==> config.mk <==
export PLATFORM = sky130hd
export DESIGN_NAME = rf_wb_arbiter
export DESIGN_NICKNAME = d
export VERILOG_FILES = /design/src/rtl/rf_wb_arbiter.sv
export SDC_FILE = /design/constraint.sdc
export NUM_CORES = 1
export LEC_CHECK = 0
export CORE_UTILIZATION = 52
export CTS_CLUSTER_SIZE = 24
export DETAILED_ROUTE_END_ITERATION = 10
export PLACE_DENSITY = 0.94
export SKIP_CTS_REPAIR_TIMING = 1
export SLEW_MARGIN = 10
export SYNTH_ARGS = -nofsm -noshare
export SYNTH_HDL_FRONTEND = slang
export SYNTH_SLANG_ARGS = --single-unit
==> constraint.sdc <==
create_clock -name clk -period 4.7 [get_ports clk]
set_input_delay 0.705 -clock clk [delete_from_list [all_inputs] [get_ports clk]]
set_output_delay 0.705 -clock clk [all_outputs]
set_load 0.01 [all_outputs]
==> src/rtl/rf_wb_arbiter.sv <==
// Register-file write-port controller: round-robin arbitration of two writeback
// requesters onto one registered write port, plus a per-register outstanding-write scoreboard.
module rf_wb_arbiter #(
    parameter int DATA_W = 8,
    parameter int ADDR_W = 3
) (
    input  logic                  clk,
    input  logic                  reset,
    input  logic                  a_valid,
    input  logic [ADDR_W-1:0]     a_addr,
    input  logic [DATA_W-1:0]     a_data,
    output logic                  a_ready,
    input  logic                  b_valid,
    input  logic [ADDR_W-1:0]     b_addr,
    input  logic [DATA_W-1:0]     b_data,
    output logic                  b_ready,
    output logic                  wr_en,
    output logic [ADDR_W-1:0]     wr_addr,
    output logic [DATA_W-1:0]     wr_data,
    input  logic                  iss_valid,
    input  logic [ADDR_W-1:0]     iss_addr,
    output logic                  iss_ready,
    input  logic                  rs1_en,
    input  logic [ADDR_W-1:0]     rs1,
    input  logic                  rs2_en,
    input  logic [ADDR_W-1:0]     rs2,
    output logic                  stall,
    output logic [2**ADDR_W-1:0]  busy,
    output logic                  err
);

    localparam int NREG = 2**ADDR_W;

    typedef enum logic {RR_A, RR_B} rr_t;

    rr_t        rr;
    logic [1:0] cnt [NREG];

    logic            a_grant;
    logic            b_grant;
    logic            iss_fire;
    logic [NREG-1:0] inc_vec;
    logic [NREG-1:0] dec_vec;
    logic            underflow;

    // On conflict the requester that did not win last time goes first.
    assign a_grant = !reset && a_valid && (!b_valid || rr == RR_B);
    assign b_grant = !reset && b_valid && (!a_valid || rr == RR_A);
    assign a_ready = a_grant;
    assign b_ready = b_grant;

    assign iss_ready = !reset && (cnt[iss_addr] != 2'd3);
    assign iss_fire  = iss_valid && iss_ready;

    // NOTE: every variable assigned in always_comb gets a default first, so no latch is inferred.
    always_comb begin
        inc_vec = '0;
        dec_vec = '0;
        busy    = '0;
        for (int i = 0; i < NREG; i++) begin
            inc_vec[i] = iss_fire && (iss_addr == ADDR_W'(i));
            dec_vec[i] = wr_en && (wr_addr == ADDR_W'(i));
            busy[i]    = (cnt[i] != 2'd0);
        end
    end

    // A commit matched by a same-cycle issue to the same register is not an underflow.
    assign underflow = wr_en && (cnt[wr_addr] == 2'd0)
                       && !(iss_fire && (iss_addr == wr_addr));

    // No bypass: a commit in flight still stalls readers this cycle.
    assign stall = (rs1_en && busy[rs1]) || (rs2_en && busy[rs2]);

    // NOTE: sequential state uses non-blocking assignments only, so every register
    // samples pre-edge values regardless of statement order.
    always_ff @(posedge clk) begin
        if (reset) begin
            wr_en   <= 1'b0;
            wr_addr <= '0;
            wr_data <= '0;
            rr      <= RR_B;
            err     <= 1'b0;
            // NOTE: the counter array is small and its contents define busy/stall,
            // so it is reset explicitly rather than left as uninitialised memory.
            for (int i = 0; i < NREG; i++) begin
                cnt[i] <= 2'd0;
            end
        end else begin
            wr_en <= a_grant || b_grant;
            if (a_grant) begin
                wr_addr <= a_addr;
                wr_data <= a_data;
                rr      <= RR_A;
            end else if (b_grant) begin
                wr_addr <= b_addr;
                wr_data <= b_data;
                rr      <= RR_B;
            end

            for (int i = 0; i < NREG; i++) begin
                case ({inc_vec[i], dec_vec[i]})
                    2'b10: cnt[i] <= cnt[i] + 2'd1;
                    2'b01: if (cnt[i] != 2'd0) cnt[i] <= cnt[i] - 2'd1;
                    default: ;
                endcase
            end

            if (underflow) begin
                err <= 1'b1;
            end
        end
    end

endmodule

==> results.md, run 1 <==
* Antenna violations before repair at 0
* First-pass GRT wire length at ~9000 um
* Slowest-stage cell, CP: clkdlybuf4s50_1
* Core Rows at 23
* Clock Skews at roughly 0.0055 ns
* Initial DRC count at a little under 200
* GRT met1 Usage at between 30% and 40%
* Fin. max-slew vios at 0
* Clk network pwr share at roughly 28%
* CTS max path bufs at 2
* Grt peak-use layer: met2
* Initial core utilization at between 50% and 60%
* Core Region at a little over 0.004 sq mm
* Vias at 2,088
* Antenna diodes at 0
* Die height at around 67 um
* Fillers at around 310
* Utilization after layout at just over 70%
* Crit. Startpoint: iss_addr[0]
* Max frequency at 292 MHz
* GR Util met3 at under 10%
* Relative slew slack at 65.2%
* VDD IR max at around 0.00018 V
* Total routed wirelength at 5460 um
* EDFF count, synth at 16
* Final Hold Vio Count at 0
* Leading area contributor after synthesis: edfxtp_1
* Pint at 532 uW
* Share of the synthesized area in the top cell type at roughly 22%
* Cts bufs inserted at 5
* Final min period at between 3 and 4 ns
* # port buffers at 62
* Synth unique cells at 49
* Clock Tree Root: clkbuf_8
* Footprint of the multi-input gates at between 0.001 and 0.0015 sq mm
* Final setup TNS at 0 ns
* Finish-stage setup viols at 0
* Post-route setup slack at between 1 and 1.5 ns
* Comb pwr share at between 20 and 25%
* Drt pass-1 iters at 4
* Req. time, crit path at around 4 ns
* HP Class: flip-flop to flip-flop
* Dpl hpwl at approximately 4000 um
* Pleak at about 1.1 nW
* Synthesized flop and latch total at 33
* Crit path cell chain: clkdlybuf4s50_1 > or2_2 > o221ai_1 > o22ai_1 > and2_1 > clkdlybuf4s50_1
* Cell area after technology mapping at around 0.0022 sq mm
* Vias per cell at around 6.0
* Reg clk slew, reported paths at roughly 0.070 ns
* Dpl cell area at 0.00284 sq mm
* CTS H-tree depth at 2
* Tot GR Track Use at a little over a quarter
* Num ports at 63
* # nets final at approximately 340
* Vias in the first global route at about 2,000
* Most used cell along the critical path: clkdlybuf4s50_1
* Synth async-reset ratio at 0%
* Psw at 213 uW
* Placed cells at between 300 and 400
* Clk_lat worst skew at about 0.29 ns
* Largest net degree at the start of global routing at 26
* Mean Syn Cell Area at 9.24 sq um
* Outcome: completed
* Critical path capture point type: output port
* Routing usage on met2 at 44.1%
* Seq/Total Area, Yosys at 37.2%
* Pwr/cell area at around 250 mW/mm^2
* Primary FF master, synth: dfxtp_1
* Critical R2R Launch: wr_en$_SDFF_PP0_
* Synth Instances at about 240
* Remaining DRCs at 0
* Crit share post-route at around 73%
* Register Area at between 800 and 900 sq um
* Worst path max stage delay at ~0.63 ns
* Synth warnings at 0
* Share of layout cells above drive strength 1 at 10.1%
* Most common cell after layout, fill and taps aside: clkdlybuf4s50_1
* Worst slew pin tran at around 0.52 ns
* Max cap viols at 0
* Die area at 0.00451 sq mm
* Post-Layout Cell Count at between 300 and 400
* Most frequent cells in the layout: 62 x clkdlybuf4s50_1, 30 x nor2_1, 21 x inv_1
* Post-route cell area at about 0.0029 sq mm
* Seq pwr share at roughly 47%
* Worst setup SP type: input port
* Post-synthesis net count at roughly 280
* Final ANT Viol Nets at 0
* Net Sw Frac at about 29%
* Synth top area cells: edfxtp_1 22%, dfxtp_1 15%, mux4_2 6.1%, mux2i_1 5.9%, nor2_1 5.1%
* Clk sinks at 33
* Arr. time, crit path at 2.72 ns
* CP Class: input port to output port
* CTS tree: yes
* Overflow after GRT at 0
* Synthesis-to-layout area growth at 32.4%
* Wirelength per Cell at approximately 16 um
* DIE WIDTH at around 67 um
* RSZ-0062 raised after global routing: false
* Critical-path maximum fanout at 13
* Gpl congestion at between 0.9 and 1
* Placement Setup Slack at approximately 1.3 ns
* Hold path start: rr$_SDFFE_PP1N_
==> cell usage after synthesis, drive strengths merged (3+ instances only) <==
master  instances
o21ai           4
a31oi           3
a221o           5
nand3b          4
nor2           30
inv            21
buf             7
nand2          18
nand4b          3
edfxtp         16
maj3            5
dfxtp          17
a211oi         13
mux4            6
nand2b          6
nor2b           4
o211ai          5
mux2i          13
nand4           3
xor2            3
nand3           9
a22o            3
a21oi           7
clkbuf          8
==> path summary, 6_finish.rpt <==
| check | to | slack, ns | cells after the start |
|---|---|---|---|
| setup / recovery | iss_ready | 1.28 | 6 |
| hold / removal | rr$_SDFFE_PP1N_ | 0.55 | 2 |
| hold reg to reg | rr$_SDFFE_PP1N_ | 0.55 | 2 |
| setup reg to reg | cnt[1][1]$_SDFFCE_PN0P_ | 2.94 | 4 |
==> metal layers <==
metal	share of wire, %	wire length (um)
met1	41	2230
met2	48	2630
met3	7.8	426
met4	3.1	167
met5	0	0
==> power by group through the flow <==
stage	Sequential, mW	Clock, mW	Combinational [mW]
after floorplan	0.347	0	0.101
after global placement	0.355	0	0.177
after detailed placement	0.357	0	0.182
after CTS	0.351	0.211	0.183
after global routing	0.354	0.226	0.198
final	0.351	0.211	0.183
==> final cells by class <==
type	count	area share (%)
Inverter	21	2.70
Sequential cell	33	28.1
Clock buffer	5	2.35
Multi-Input combinational cell	170	42.2
Clock inverter	3	0.556
Tap cell	50	2.14
Timing Repair Buffer	65	22.0
==> worst max-delay path, delay by kind of cell <==
kind | cells | cell delay [ns]
compound gates | 2 | 0.30
buf+inv | 2 | 1.11
simple gates | 2 | 0.60
==> registers in the layout, indices dropped and copies added, names as in the netlist, named ones only <==
name     cells
wr_data      8
wr_en        1
cnt         16
rr           1
wr_addr      3
err          1
==> cells by family after synthesis <==
family,share of synthesized area (%)
and+or+nand+nor,22.9
adders and majority gates,3.12
DFF,37.2
xor gates and xnor gates,1.59
AOI/OAI and AO/OA,16.3
buffers and inverters,6.97
muxes,12.0
==> per-stage QoR <==
step / hold slack, ns / power [mW]
2_1_floorplan: 0.478 / 0.448
3_3_place_gp: 0.506 / 0.532
3_5_place_dp: 0.533 / 0.538
4_1_cts: 0.550 / 0.744
5_1_grt: 0.554 / 0.778
6_report: 0.546 / 0.745
Note: power is estimated with default switching activity, not from simulation.
==> inputs of run 2 (changes only) <==
--- a/config.mk
+++ b/config.mk
@@ -5,10 +5,10 @@
 export SDC_FILE = /design/constraint.sdc
 export NUM_CORES = 1
 export LEC_CHECK = 0
-export CORE_UTILIZATION = 52
+export CORE_UTILIZATION = 48
 export CTS_CLUSTER_SIZE = 24
 export DETAILED_ROUTE_END_ITERATION = 10
-export PLACE_DENSITY = 0.94
+export PLACE_DENSITY = 0.88
 export SKIP_CTS_REPAIR_TIMING = 1
 export SLEW_MARGIN = 10
 export SYNTH_ARGS = -nofsm -noshare
==> constraint.sdc (replaced) <==
create_clock -name clk -period 3.3 [get_ports clk]
set_input_delay 0.495 -clock clk [delete_from_list [all_inputs] [get_ports clk]]
set_output_delay 0.495 -clock clk [all_outputs]
set_load 0.01 [all_outputs]
==> run 2 against run 1 <==
Global-route usage is 2.0 points lower; design area is 0.17% higher; utilization decreased by 5.8 points; sequential share of layout area barely moved; worst hold slack lost 0.0016 ns; sequential cell count stayed put; highest routed layer unchanged.
==> results.md, run 2 (same netlist as run 1, synthesis figures left out) <==
* HP Class: flip-flop to flip-flop
* Final Hold Vio Count at 0
* Post-route setup slack at 0.341 ns
* RSZ-0062 raised after global routing: false
* Num ports at 63
* Footprint of the multi-input gates at ~0.0012 sq mm
* Register Area at around 820 sq um
* Biggest regs: cnt x16, wr_data x8, wr_addr x3
* Largest register by flop count: cnt
* Overflow after GRT at 0
* Share of layout cells above drive strength 1 at slightly above 10%
* Most common cell after layout, fill and taps aside: clkdlybuf4s50_1
* Outcome: completed
* Clock Skews at just over 0.006 ns
* Initial core utilization at between 50 and 60%
* Pwr/cell area at about 370 mW/mm^2
* Most frequent cells in the layout: 62 x clkdlybuf4s50_1, 30 x nor2_1, 21 x inv_1
* Crit share post-route at 89.7%
* Power, Total at about 1.1 mW
* Die height at 69.8 um
* DIE WIDTH at 69.8 um
* Critical path capture point type: output port
* Dpl hpwl at 4200 um
* Cts bufs inserted at 5
* Reg2Reg Setup Slack at between 1 and 1.5 ns
* Reg clk slew, reported paths at roughly 0.07 ns
* CTS tree: yes
* Clk_lat worst skew at 0.29 ns
* Drt pass-1 iters at 4
* Remaining DRCs at 0
* Worst slew pin tran at approximately 0.57 ns
* Max reg flops at 16
* # port buffers at 62
* Metal-1 WL at 2310 um
* Synthesis-to-layout area growth at 32.6%
* Arr. time, crit path at 2.46 ns
* Largest net degree at the start of global routing at 25
* Antenna diodes at 0
* Final setup TNS at 0 ns
* Vias in the first global route at 2,065
* Relative slew slack at a little over 60%
* Fillers at 353
* Highest routed layer: met4
* Core Region at 0.00438 sq mm
* Final min period at a little under 3 ns
* Fin. max-slew vios at 0
* CTS H-tree depth at 2
* Req. time, crit path at ~2.8 ns
* Core Rows at 24
* Vias at 2,125
* Fin Hold WS at 0.545 ns
* Clock Tree Root: clkbuf_8
* Wirelength per Cell at around 16 um
* CTS max path bufs at 2
* Routed wl met2 at about 2700 um
* Worst setup SP type: input port
* First-pass GRT wire length at around 9500 um
* Max frequency at 338 MHz
* Placement Setup Slack at 0.356 ns
* CP Class: input port to output port
* Total routed wirelength at about 5700 um
* Finish-stage setup viols at 0
* Die area at 0.00488 sq mm
* Met3 WL at about 530 um
* Gpl congestion at just under 0.9
* # nets final at between 300 and 400
* Critical-path maximum fanout at 13
* Final ANT Viol Nets at 0
* Pleak at 1.15 nW
* Clk sinks at 33
* Post-route cell area at slightly below 0.003 sq mm
* Initial DRC count at slightly above 200
* Tot GR Track Use at 24.6%
* Max cap viols at 0
* Dpl cell area at 0.00284 sq mm
* VDD IR max at ~0.00022 V
* Antenna violations before repair at 0
* Vias per cell at slightly above 6
## run 2: cell types whose count changed in the layout (fill, tap and decap cells not counted)
cell | previous run | this run
clkinv_2 | 2 | 0
inv_4 | 1 | 3
## run 2: final cells by class
cell class,instances,share of cell area [%]
clock buffers,5,2.35
repair buffers,65,22.0
inverters,21,2.69
clock inverters,3,0.641
multi-input cells,170,42.1
flip-flops and latches,33,28.0
well taps,52,2.22
## run 2: through the flow
step,utilization (%),cells
finish,66.8,349
global route,66.8,349
detailed placement,64.8,341
floorplan,-,239
global placement,64.8,341
CTS,66.8,349
## run 2: path summary, 6_finish.rpt
path,start,to,cells after the start
worst max-delay path,iss_addr[0],iss_ready,6
worst min-delay path,rr$_SDFFE_PP1N_,rr$_SDFFE_PP1N_,2
worst max register to register,wr_en$_SDFF_PP0_,cnt[1][1]$_SDFFCE_PN0P_,4
worst min register to register,rr$_SDFFE_PP1N_,rr$_SDFFE_PP1N_,2
## run 2: where the power goes
group | total [mW] | switching (mW) | leakage, nW | internal (mW)
combinational | 0.264 | 0.113 | 0.792 | 0.150
sequential | 0.498 | 0.0366 | 0.306 | 0.461
clock | 0.316 | 0.166 | 0.0493 | 0.150
total | 1.08 | 0.316 | 1.15 | 0.761
## run 2: metal layers
metal  vias up  track usage, %
li1        998               -
met1       979            30.3
met2       124            37.3
met3        24            7.99
met4         0            14.9
met5         -               0
## run 2: critical path: stages
cell,delay [ns]
clkdlybuf4s50_1,0.63
or2_2,0.41
o221ai_1,0.18
o22ai_1,0.11
and2_1,0.17
clkdlybuf4s50_1,0.47
